==> src/rtl/ps2_mouse_host.sv <==
// ps2_mouse_host: PS/2 mouse host controller. Runs the command ROM (reset,
// optional IntelliMouse wheel unlock, enable reporting) with ACK checking,
// retries and timeouts, then assembles 3- or 4-byte movement packets.
//
// Handshakes:
//   tx_req/tx_byte : tx_req rises with tx_byte and both hold stable until a
//                    tx_done pulse is seen; tx_done while tx_req is low is
//                    ignored. At most one command is in flight.
//   rx_valid       : single-cycle strobe qualifying rx_frame; no backpressure.
module ps2_mouse_host #(
    parameter int WHEEL_EN   = 1,
    parameter int MAX_RETRY  = 3,
    parameter int TICK_DIV   = 2500,
    parameter int ACK_TICKS  = 200,
    parameter int BAT_TICKS  = 8000,
    parameter int BYTE_TICKS = 20
) (
    input  logic        qzt_clk,
    input  logic        rst,
    input  logic        start,
    output logic [7:0]  tx_byte,
    output logic        tx_req,
    input  logic        tx_done,
    input  logic [10:0] rx_frame,
    input  logic        rx_valid,
    output logic        pkt_valid,
    output logic [2:0]  buttons,
    output logic [8:0]  dx,
    output logic [8:0]  dy,
    output logic [3:0]  dz,
    output logic        x_ovf,
    output logic        y_ovf,
    output logic        wheel_mode,
    output logic        init_done,
    output logic        init_fail,
    output logic [7:0]  err_cnt,
    output logic [2:0]  dbg_state
);

    typedef enum logic [2:0] {
        S_IDLE, S_SEND, S_WAIT_ACK, S_BAT, S_GET_ID, S_STREAM, S_FAIL
    } state_t;

    localparam int          ROM_LEN  = (WHEEL_EN != 0) ? 9 : 2;
    localparam logic [3:0]  ROM_LAST = 4'(ROM_LEN - 1);
    localparam logic [3:0]  IDX_F2   = 4'd7;
    localparam logic [7:0]  MAX_R    = 8'(MAX_RETRY);
    localparam logic [15:0] PRE_LAST = 16'(TICK_DIV - 1);
    localparam logic [13:0] ACK_LIM  = 14'(ACK_TICKS);
    localparam logic [13:0] BAT_LIM  = 14'(BAT_TICKS);
    localparam logic [13:0] BYTE_LIM = 14'(BYTE_TICKS);
    localparam logic [13:0] TICK_MAX = 14'h3FFF;

    state_t      state;
    logic        start_q;
    logic [3:0]  rom_idx;
    logic [7:0]  retry;
    logic        aa_seen;
    logic [1:0]  pkt_k;
    logic [7:0]  b0, b1, b2;
    logic [15:0] pre_cnt;
    logic [13:0] tick_cnt;

    logic [7:0]  rx_byte;
    logic        rx_ok;
    logic        retry_evt;
    logic [1:0]  pkt_last;
    logic [7:0]  err_next;

    assign dbg_state = state;
    assign pkt_last  = wheel_mode ? 2'd3 : 2'd2;
    assign err_next  = (err_cnt == 8'hFF) ? err_cnt : err_cnt + 8'd1;

    // Command ROM: FF, [F3 C8 F3 64 F3 50 F2], F4.
    function automatic logic [7:0] rom_byte(input logic [3:0] idx);
        logic [7:0] b;
        b = 8'hF4;
        if (idx == 4'd0) begin
            b = 8'hFF;
        end else if (WHEEL_EN != 0) begin
            case (idx)
                4'd1, 4'd3, 4'd5: b = 8'hF3;
                4'd2:             b = 8'hC8;
                4'd4:             b = 8'h64;
                4'd6:             b = 8'h50;
                4'd7:             b = 8'hF2;
                default:          b = 8'hF4;
            endcase
        end
        return b;
    endfunction

    // Frame decode: D0 sits at bit 9, odd parity over data+parity.
    always_comb begin
        for (int i = 0; i < 8; i++) rx_byte[i] = rx_frame[9-i];
        rx_ok = ~rx_frame[10] & rx_frame[0] & (^rx_frame[9:1]);
    end

    // Init-phase failures that cost one retry of the current command.
    always_comb begin
        retry_evt = 1'b0;
        case (state)
            S_WAIT_ACK: retry_evt = rx_valid ? (!rx_ok || rx_byte == 8'hFE || rx_byte == 8'hFC)
                                             : (tick_cnt >= ACK_LIM);
            S_BAT:      retry_evt = rx_valid ? (rx_ok && rx_byte == 8'hFC)
                                             : (tick_cnt >= BAT_LIM);
            S_GET_ID:   retry_evt = !rx_valid && (tick_cnt >= ACK_LIM);
            default:    retry_evt = 1'b0;
        endcase
    end

    // Main controller: timer, init FSM, packet assembly, registered outputs.
    always_ff @(posedge qzt_clk) begin
        if (rst) begin
            state      <= S_IDLE;
            start_q    <= 1'b0;
            tx_byte    <= 8'h00;
            tx_req     <= 1'b0;
            pkt_valid  <= 1'b0;
            buttons    <= 3'd0;
            dx         <= 9'd0;
            dy         <= 9'd0;
            dz         <= 4'd0;
            x_ovf      <= 1'b0;
            y_ovf      <= 1'b0;
            wheel_mode <= 1'b0;
            init_done  <= 1'b0;
            init_fail  <= 1'b0;
            err_cnt    <= 8'd0;
            rom_idx    <= 4'd0;
            retry      <= 8'd0;
            aa_seen    <= 1'b0;
            pkt_k      <= 2'd0;
            b0         <= 8'd0;
            b1         <= 8'd0;
            b2         <= 8'd0;
            pre_cnt    <= 16'd0;
            tick_cnt   <= 14'd0;
        end else begin
            start_q   <= start;
            pkt_valid <= 1'b0;

            // 100 us tick timer; the clears further down take precedence.
            if (pre_cnt == PRE_LAST) begin
                pre_cnt <= 16'd0;
                if (tick_cnt != TICK_MAX) tick_cnt <= tick_cnt + 14'd1;
            end else begin
                pre_cnt <= pre_cnt + 16'd1;
            end
            if (rx_valid) begin
                pre_cnt  <= 16'd0;
                tick_cnt <= 14'd0;
            end

            case (state)
                S_IDLE, S_FAIL: begin
                    if (start && !start_q) begin
                        state      <= S_SEND;
                        rom_idx    <= 4'd0;
                        retry      <= 8'd0;
                        init_fail  <= 1'b0;
                        wheel_mode <= 1'b0;
                        pre_cnt    <= 16'd0;
                        tick_cnt   <= 14'd0;
                    end
                end
                S_SEND: begin
                    if (!tx_req) begin
                        tx_req  <= 1'b1;
                        tx_byte <= rom_byte(rom_idx);
                    end else if (tx_done) begin
                        tx_req   <= 1'b0;
                        state    <= S_WAIT_ACK;
                        pre_cnt  <= 16'd0;
                        tick_cnt <= 14'd0;
                    end
                end
                S_WAIT_ACK: begin
                    if (rx_valid && rx_ok && rx_byte == 8'hFA) begin
                        retry <= 8'd0;
                        if (rom_idx == 4'd0) begin
                            state   <= S_BAT;
                            aa_seen <= 1'b0;
                        end else if (WHEEL_EN != 0 && rom_idx == IDX_F2) begin
                            state <= S_GET_ID;
                        end else if (rom_idx == ROM_LAST) begin
                            state     <= S_STREAM;
                            init_done <= 1'b1;
                            pkt_k     <= 2'd0;
                        end else begin
                            rom_idx <= rom_idx + 4'd1;
                            state   <= S_SEND;
                        end
                    end
                end
                S_BAT: begin
                    if (rx_valid && rx_ok) begin
                        if (rx_byte == 8'hAA) begin
                            aa_seen <= 1'b1;
                        end else if (rx_byte == 8'h00 && aa_seen) begin
                            rom_idx <= rom_idx + 4'd1;
                            state   <= S_SEND;
                        end
                    end
                end
                S_GET_ID: begin
                    if (rx_valid && rx_ok) begin
                        wheel_mode <= (WHEEL_EN != 0) && (rx_byte == 8'h03);
                        rom_idx    <= rom_idx + 4'd1;
                        state      <= S_SEND;
                    end
                end
                S_STREAM: begin
                    if (tx_req && tx_done) tx_req <= 1'b0;
                    if (rx_valid) begin
                        if (!rx_ok) begin
                            // Ask for a resend and restart packet alignment.
                            tx_req  <= 1'b1;
                            tx_byte <= 8'hFE;
                            pkt_k   <= 2'd0;
                            err_cnt <= err_next;
                        end else if (pkt_k == 2'd0) begin
                            if (rx_byte[3]) begin
                                b0    <= rx_byte;
                                pkt_k <= 2'd1;
                            end else begin
                                err_cnt <= err_next;
                            end
                        end else if (pkt_k == pkt_last) begin
                            buttons   <= b0[2:0];
                            x_ovf     <= b0[6];
                            y_ovf     <= b0[7];
                            dx        <= {b0[4], b1};
                            pkt_valid <= 1'b1;
                            pkt_k     <= 2'd0;
                            if (wheel_mode) begin
                                dy <= {b0[5], b2};
                                dz <= rx_byte[3:0];
                            end else begin
                                dy <= {b0[5], rx_byte};
                                dz <= 4'd0;
                            end
                        end else begin
                            if (pkt_k == 2'd1) b1 <= rx_byte;
                            else               b2 <= rx_byte;
                            pkt_k <= pkt_k + 2'd1;
                        end
                    end else if (pkt_k != 2'd0 && tick_cnt >= BYTE_LIM) begin
                        pkt_k    <= 2'd0;
                        err_cnt  <= err_next;
                        pre_cnt  <= 16'd0;
                        tick_cnt <= 14'd0;
                    end
                end
                default: state <= S_IDLE;
            endcase

            // Failed ACK/BAT/ID: resend the same command or give up.
            if (retry_evt) begin
                pre_cnt  <= 16'd0;
                tick_cnt <= 14'd0;
                if (retry >= MAX_R) begin
                    state     <= S_FAIL;
                    init_fail <= 1'b1;
                end else begin
                    retry <= retry + 8'd1;
                    state <= S_SEND;
                end
            end
        end
    end

endmodule
==> config.mk <==
export PLATFORM = sky130hd
export DESIGN_NAME = ps2_mouse_host
export DESIGN_NICKNAME = d
export VERILOG_FILES = /design/src/rtl/ps2_mouse_host.sv
export SDC_FILE = /design/constraint.sdc
export NUM_CORES = 1
export LEC_CHECK = 0
export ABC_AREA = 1
export CAP_MARGIN = 40
export CORE_ASPECT_RATIO = 1.5
export CORE_MARGIN = 1.5
export CORE_UTILIZATION = 50
export DETAILED_ROUTE_END_ITERATION = 16
export GPL_TIMING_DRIVEN = 0
export PLACE_DENSITY = 0.75
export SLEW_MARGIN = 20
export SYNTH_ARGS = -nofsm -noshare
export SYNTH_HDL_FRONTEND = slang
export SYNTH_SLANG_ARGS = --single-unit
==> constraint.sdc <==
create_clock -name qzt_clk -period 3.7 [get_ports qzt_clk]
set_clock_uncertainty 0.15 [all_clocks]
set_input_delay 1.11 -clock qzt_clk [delete_from_list [all_inputs] [get_ports qzt_clk]]
set_output_delay 1.11 -clock qzt_clk [all_outputs]
set_load 0.01 [all_outputs]
Yosys cells after proc, flatten, opt, wreduce, memory -nomap -nowiden
Cells that the tools add are included.
Widths: inputs -> output; s select.

word-level totals
  output and inout bits = 51
  input port bits = 16
  logic and storage cells = 232
  bits in registers = 121

cells by class
  reduce and logical (&&, ||, !) cells = 41
  order comparisons = 4
  add/subtract/negate cells = 6
  equality and inequality tests = 52
  muxes and demuxes = 94
  bitwise operators = 11

operators with widths
  operator               count
  $mux 8                 15
  $mux 14                8
  $mux 16                7
  $pmux 16 s3            1
  $pmux 14 s3            1
  $eq 8x8->1 const B     5
  $mux 4                 10
  $pmux 8 s5             1
  $mux 3                 13
  $ne 2x2->1 const B     16
  $pmux 8 s2             2
  $ne 3x3->1 const B     10
  $mux 2                 10
  $reduce_and 5->1       4
  $mux 1                 19
  $pmux 3 s6             1
  $add 16x1->16 const B  1
  $add 8x1->8 const B    2
  $eq 16x12->1 const B   1
  $eq 4x3->1 const B     4
  $pmux 4 s4             1
  $add 14x1->14 const B  1
  $ge 14x13->1 const B   1
  $ge 14x5->1 const B    1
  other kinds (40)       73

Longest topological paths before layout
Gate-level depths: netlist of the first run.

  word-level depth = 10
  gate-level depth with buffers = 18
  gate-level depth less buffers = 17

Worst setup path before layout of the first run
Ideal clock, no wire load.

  path type = input port to flip-flop
  from = input port rx_frame[2]
  to = register b2[5]
  arrival = 2587 ps
  required time = 3431 ps
  cell stages on the path = 14
  buffers on the path = 2
  slack = 844 ps
  cell sequence = buf_4 -> inv_1 -> nand2_1 -> nand2_1 -> nand2_1 -> nand3_1 -> nand3_1 -> nand2_2 -> nand2_4 -> nor4_4 -> nand2_2 -> buf_6 -> o21ai_0 -> a21oi_1

between the ends
  cells in the longest elaborated chain, start to end = 3

ends and longest elaborated chain
  what                        line  RTL
  from (decl)                 24    input logic [10:0] rx_frame,
  $reduce_xor 9->1            96    rx_ok = ~rx_frame[10] & rx_frame[0] & (^rx_frame[9:1]);
  $and 1x1->1                 96
  $reduce_and 6->1 (no line)  n/a
  to (signal assigned)        245   else b2 <= rx_byte;
  to (decl)                   60    logic [7:0] b0, b1, b2;

No other way between the ends.
A chain may end at the register's enable or synchronous reset.

Worst setup path in the final report of the first run
  from = input port rx_frame[3]
  to = register b1[1]

between the ends
  cells in the longest elaborated chain, start to end = 3

ends and longest elaborated chain
  what                        line  RTL
  $reduce_xor 9->1            96
  $and 1x1->1                 96
  $reduce_and 6->1 (no line)  n/a
  to (signal assigned)        244   if (pkt_k == 2'd1) b1 <= rx_byte;
  to (decl)                   60

No other way between the ends.

==> metrics.csv, run 1 <==
stage,metric,value,unit
cells_and_area,final_common_cell,nand2_1,
cells_and_area,fin_util,63.0,%
clocking,insertion_delay,0.42,ns
grt,grt-ovfl-total,0,
place,dp_hpwl,10800,um
sta,min_period_over_period,94.0,%
cells_and_area,layout_common_cells,"nand2_1, dfxtp_1, inv_1",
cells_and_area,layout-drive-gt1-share,9.06,%
floorplan,rows,48,
logic_synthesis,synth_nets,838,
logic_synthesis,yosysSeqAreaShare,41.1,%
critical_path,r2r_setup_slack,1.21,ns
power_and_ir_drop,comb_power_share,21.5,%
power_and_ir_drop,leakagePower,2.88,nW
place,port_buffers,62,
cells_and_area,area_growth,23.6,%
cells_and_area,fin_nets,919,
floorplan,ioPinCount,67,
power_and_ir_drop,p_seq_share,37.1,%
critical_path,path_delay_family,simple AND/OR/NAND/NOR gates,
place,gp_congestion,0.918,
logic_synthesis,synthesis.area,5840,um^2
power_and_ir_drop,p_int,0.00260,W
drt,dr.pass1.iters,5,
floorplan,die_x,91.3,um
flow_run,cap_viol_max_count,0,
grt,antenna_found_initial,0,
clocking,cts-resized-gates,0,
logic_synthesis,ys_warn_count,0,
clocking,hold_buffers,0,
drt,num_vias,5512,
critical_path,cpMaxStageDelayCell,clkdlybuf4s50_1,
critical_path,rr_endpoint,b1[1],
clocking,cts_buffer_depth,2,
sta,rsz0062_at_grt,false,
clocking,cts_root_buf,clkbuf_16,
sta,final_hold_viol_count,0,
clocking,postCtsSetupRepairBufs,0,
critical_path,cp-startpoint,rx_frame[3],
cells_and_area,n_fill_cell,1064,
critical_path,rr_worst_depth,8,
critical_path,endpoint,b1[1],
critical_path,worstPathRequired,3.82,ns
critical_path,path_cells,clkdlybuf4s50_1 > inv_1 > nand2_1 > nand2_1 > nand2_1 > nand3_1 > nand2_1 > nand2_1 > nand2_2 > nand2_4 > nor4_4 > nand2_1 > nand2_1 > a21oi_1,
drt,ant_nets,0,
clocking,htreeDepth,4,
critical_path,rr_startpoint,pkt_k[0],
clocking,clk_pin_slew_worst_paths,0.06,ns
critical_path,cp_slowest_stage_delay,0.68,ns
clocking,cts_tree,built,
sta,worst_pin_slew,0.580,ns
critical_path,worst_ep_arrival_time,3.60,ns
power_and_ir_drop,power_frac_clock,41.5,%
status,status,"complete, no violations",
sta,min_period,3.48,ns
sta,slew_viol_final,0,
grt,grt_pass1_vias,5263,
power_and_ir_drop,switching_power,0.00123,W
logic_synthesis,ys_types,45,
floorplan,design.core.area,11500,um^2
drt,wl_per_cell,13.9,um
floorplan,die_y,135,um
grt,grt_pass1_wl,24500,um
critical_path,worstSetupStartpointType,primary input,
critical_path,cp-end-kind,flip-flop,
drt,drc,0,
power_and_ir_drop,ir_drop,0.340,mV
critical_path,cp.buffers_inverters,2,
worst_hold_path,hp-class,reg -> reg,
grt,grt_max_degree,17,
cells_and_area,final_cell_area,7220,um^2
logic_synthesis,ys_ff_latch,120,
power_and_ir_drop,p_per_area,531,nW/um^2
logic_synthesis,avgSynthCellArea,7.21,um^2
sta,max_freq,287,MHz
floorplan,die_area,12400,um^2
drt,first_iter_violations,361,
power_and_ir_drop,swShare,32.1,%
sta,slew_headroom,61.4,%
critical_path,crit_type,in -> reg,
grt,grt_usage,24.9,%
critical_path,critical_path_depth,14,
drt,via_per_inst,5.22,
place,place_area,6650,um^2
floorplan,initial_core_util,50.9,%
critical_path,path_max_fanout,8,
cells_and_area,diodes,0,
clocking,cts.sinks,120,
drt,totalWireLength,14700,um
sta,setup_violations,0,
critical_path,path_common_cell,nand2_1,
logic_synthesis,syn_inst,811,
clocking,numCtsBuffers,17,
-- worst min path at each step --
stage               startpoint         end  slack, ns  cells past startpoint
finish                retry[3]    retry[3]       0.30                      2
global route          retry[3]    retry[3]       0.32                      2
CTS                   retry[3]    retry[3]       0.29                      2
detailed placement    retry[3]    retry[3]       0.28                      2
global placement      retry[3]    retry[3]       0.28                      2
floorplan           pre_cnt[0]  pre_cnt[0]       0.27                      1
-- registers in the layout (all words and copies together) (netlist names), 3 cells and up --
signal     flops
dbg_state      3
tx_byte        8
pre_cnt       16
dy             9
b1             8
rom_idx        4
b2             8
buttons        3
dz             4
dx             9
retry          8
err_cnt        8
b0             7
tick_cnt      14
-- power groups by stage --
stage / Combinational, W / Sequential (W) / Clock (W)
floorplan: 0.000525 / 0.00146 / 0
global placement: 0.000808 / 0.00145 / 0
detailed placement: 0.000815 / 0.00145 / 0
CTS: 0.000821 / 0.00142 / 0.00161
global route: 0.000918 / 0.00143 / 0.00167
finish: 0.000823 / 0.00142 / 0.00159
-- routing by layer --
metal	up-vias	GRT usage (%)	wire (um)
met1	2493	27.0	5790
met4	0	10.9	324
met3	29	5.50	719
met5	-	0	0
met2	161	45.9	7830
li1	2829	-	-
-- cells by family (layout without fill, tap and decap cells) --
group,after synthesis,count (layout),synth area share (%)
and+or+nand+nor,370,370,29.6
AOI/OAI and AO/OA,153,153,14.2
buffers and inverters,137,231,9.72
DFF,120,120,41.1
xor gates and xnor gates,20,20,3.00
adders and majority gates,11,11,2.35
-- Yosys cell counts (all sizes together) --
| master | n | area [um^2] |
|---|---|---|
| clkbuf | 14 | 53.8 |
| dfxtp | 120 | 2400 |
| ha | 11 | 138 |
| and3 | 3 | 18.8 |
| o22ai | 3 | 18.8 |
| clkinv | 1 | 3.75 |
| o21a | 1 | 7.51 |
| a31oi | 2 | 12.5 |
| o31ai | 5 | 37.5 |
| nand2 | 139 | 554 |
| a21oi | 61 | 320 |
| inv | 110 | 415 |
| nand4 | 18 | 143 |
| o211ai | 3 | 22.5 |
| nand3 | 46 | 243 |
| o21ai | 72 | 360 |
| o221ai | 1 | 8.76 |
| a211oi | 1 | 7.51 |
| nand3b | 1 | 7.51 |
| a22oi | 1 | 7.51 |
| a311oi | 1 | 8.76 |
| nor3b | 4 | 30.0 |
| buf | 12 | 95.1 |
| nor4 | 7 | 58.8 |
| nor2 | 116 | 497 |
| xnor2 | 5 | 43.8 |
| xor2 | 15 | 131 |
| nor3 | 36 | 180 |
| a41oi | 2 | 17.5 |
-- stage by stage --
| stage | hold WS (ns) | setup TNS [ns] | total power, W | setup slack [ns] | cells |
|---|---|---|---|---|---|
| 2_1_floorplan | 0.268 | 0 | 0.00199 | 0.844 | 811 |
| 3_3_place_gp | 0.279 | -0.595 | 0.00226 | -0.0717 | 1023 |
| 3_5_place_dp | 0.281 | -1.51 | 0.00226 | -0.139 | 1023 |
| 4_1_cts | 0.293 | 0 | 0.00385 | 0.282 | 1055 |
| 5_1_grt | 0.324 | 0 | 0.00402 | 0.0421 | 1055 |
| 6_report | 0.296 | 0 | 0.00383 | 0.222 | 1055 |
-- cell type report --
| class | count | area [um^2] | share of cell area (%) |
|---|---|---|---|
| buffer | 26 | 149 | 2.06 |
| sequential | 120 | 2400 | 33.3 |
| tap | 150 | 188 | 2.60 |
| clock buffer | 17 | 425 | 5.89 |
| clock inverter | 15 | 144 | 1.99 |
| multi-input combinational | 554 | 2870 | 39.8 |
| timing repair buffer | 62 | 621 | 8.59 |
| inverter | 111 | 419 | 5.80 |
-- worst register-to-register path, stage by stage, from the launching register on --
cell	delay, ns
dfxtp_1	0.38
inv_1	0.09
ha_1	0.30
nor2_1	0.27
inv_1	0.11
nor4_4	0.50
nand2_1	0.33
nand2_1	0.15
a21oi_1	0.08
Note: power is estimated with default switching activity, not from simulation.
==> inputs of run 2 (changes only) <==
--- a/config.mk
+++ b/config.mk
@@ -17,3 +17,4 @@
 export SYNTH_ARGS = -nofsm -noshare
 export SYNTH_HDL_FRONTEND = slang
 export SYNTH_SLANG_ARGS = --single-unit
+export TNS_END_PERCENT = 100
==> results of run 2 <==
The final DEF is identical to that of run 1; final timing and power are the same.
==> inputs of run 3 (changes only) <==
--- a/config.mk
+++ b/config.mk
@@ -7,7 +7,6 @@
 export LEC_CHECK = 0
 export ABC_AREA = 1
 export CAP_MARGIN = 40
-export CORE_ASPECT_RATIO = 1.5
 export CORE_MARGIN = 1.5
 export CORE_UTILIZATION = 50
 export DETAILED_ROUTE_END_ITERATION = 16
==> metrics.csv, run 3 (synthesis results as in run 1) <==
stage,metric,value,unit
cells_and_area,layout-drive-gt1-share,8.44,%
sta,min_period,3.42,ns
critical_path,crit_type,in -> reg,
grt,antenna_found_initial,0,
drt,dr.pass1.iters,5,
clocking,cts_root_buf,clkbuf_16,
flow_run,cap_viol_max_count,0,
cells_and_area,diodes,0,
sta,setup_violations,0,
sta,worst_pin_slew,0.606,ns
drt,drc,0,
sta,final_hold_viol_count,0,
power_and_ir_drop,ir_drop,0.399,mV
floorplan,ioPinCount,67,
clocking,postCtsSetupRepairBufs,0,
sta,max_freq,292,MHz
critical_path,cp-end-kind,flip-flop,
cells_and_area,stdcell_count,1044,
clocking,insertion_delay,0.41,ns
cells_and_area,largest_reg_flops,16,
cells_and_area,reg_top3,"pre_cnt (16), tick_cnt (14)",
place,dp_hpwl,10300,um
critical_path,rr_worst_depth,9,
cells_and_area,final_common_cell,nand2_1,
critical_path,r2r_setup_slack,1.28,ns
critical_path,rr_startpoint,dbg_state[0],
sta,rsz0062_at_grt,false,
cells_and_area,top_register,pre_cnt,
grt,grt_usage,23.6,%
sta,slew_viol_final,0,
sta,setup_slack,0.279,ns
floorplan,die_x,111,um
clocking,cts.sinks,120,
clocking,htreeDepth,4,
floorplan,die_y,111,um
place,place_inst,1016,
power_and_ir_drop,leakagePower,2.86,nW
grt,grt_pass1_wl,23700,um
critical_path,cp-startpoint,rx_frame[4],
cells_and_area,fin_nets,919,
critical_path,rr_endpoint,b1[7],
sta,min_period_over_period,92.5,%
grt,grt_max_degree,17,
drt,first_iter_violations,450,
place,gp_congestion,0.939,
critical_path,worstSetupStartpointType,primary input,
clocking,clk_pin_slew_worst_paths,0.05,ns
power_and_ir_drop,p_total,0.00369,W
drt,via_per_inst,5.24,
drt,num_vias,5467,
drt,wl_per_cell,13.5,um
cells_and_area,seq_area,2400,um^2
clocking,numCtsBuffers,17,
worst_hold_path,hp-class,reg -> reg,
cells_and_area,n_fill_cell,1082,
cells_and_area,area_growth,22.6,%
clocking,hold_buffers,0,
status,status,"complete, no violations",
floorplan,design.core.area,11400,um^2
clocking,cts_buffer_depth,2,
drt,totalWireLength,14100,um
critical_path,worstPathRequired,3.82,ns
floorplan,rows,39,
floorplan,initial_core_util,51.2,%
clocking,cts_tree,built,
grt,grt_pass1_vias,5169,
grt,grt-ovfl-total,0,
floorplan,die_area,12300,um^2
cells_and_area,multi_input_area,2870,um^2
critical_path,path_max_fanout,8,
power_and_ir_drop,p_per_area,516,nW/um^2
place,port_buffers,62,
cells_and_area,layout_common_cells,"nand2_1, dfxtp_1, inv_1",
sta,slew_headroom,59.6,%
place,pre_cts_slack,-0.0865,ns
clocking,cts-resized-gates,0,
drt,ant_nets,0,
critical_path,endpoint,b1[7],
critical_path,worst_ep_arrival_time,3.54,ns
run 3: cell count changes in the layout (fill, tap and decap cells not counted), sizes merged:
cell      previous run  this run
clkbuf              31        38
clkinvlp             1         0
clkinv               8         5
bufinv               1         0
inv                116       110
run 3: through the flow:
stage | setup TNS, ns | area [um^2] | util, % | hold slack (ns)
final | 0 | 7170 | 62.8 | 0.292
after global placement | -1.05 | 6640 | 58.2 | 0.283
after detailed placement | -0.623 | 6640 | 58.2 | 0.286
after CTS | 0 | 7170 | 62.8 | 0.295
after global routing | 0 | 7170 | 62.8 | 0.313
after floorplan | 0 | 5840 | - | 0.268
run 3: layout make-up:
cell class,instances,share of cell area [%]
repair buffers,62,8.66
plain buffers,26,2.08
flip-flops and latches,120,33.5
clock inverters,4,0.279
clock buffers,24,7.00
inverters,111,5.85
multi-input cells,554,40.1
well taps,143,2.50
run 3: where the power goes:
group          internal, W  total, W  switching, W
Combinational     0.000301  0.000817      0.000517
Sequential         0.00137   0.00142     0.0000576
Clock             0.000922   0.00145      0.000532
run 3: how the worst min path moves through the flow:
| stage | startpoint | end | slack, ns | depth (start not counted) |
|---|---|---|---|---|
| floorplan | pre_cnt[0] | pre_cnt[0] | 0.27 | 1 |
| global placement | pre_cnt[0] | pre_cnt[0] | 0.28 | 1 |
| detailed placement | retry[3] | retry[3] | 0.29 | 2 |
| CTS | retry[3] | retry[3] | 0.29 | 2 |
| global route | retry[3] | retry[3] | 0.31 | 2 |
| finish | retry[3] | retry[3] | 0.29 | 2 |
run 3: critical path, stage by stage:
cell             delay [ns]
clkdlybuf4s50_1        0.60
nand2_1                0.17
clkinv_1               0.10
nor2_2                 0.11
nand2_1                0.06
nand3_1                0.09
nand3_1                0.10
nand2_2                0.15
nand2_4                0.11
nor4_4                 0.42
nand2_1                0.32
nand2_1                0.13
a21oi_1                0.07
run 3: metal layers:
layer	global-route usage, %	vias to the layer above	part of all wire (%)
li1	-	2812	-
met1	29.8	2491	47
met2	39.1	139	47
met3	4.98	25	4.6
met4	10.1	0	2.1
met5	0	-	0
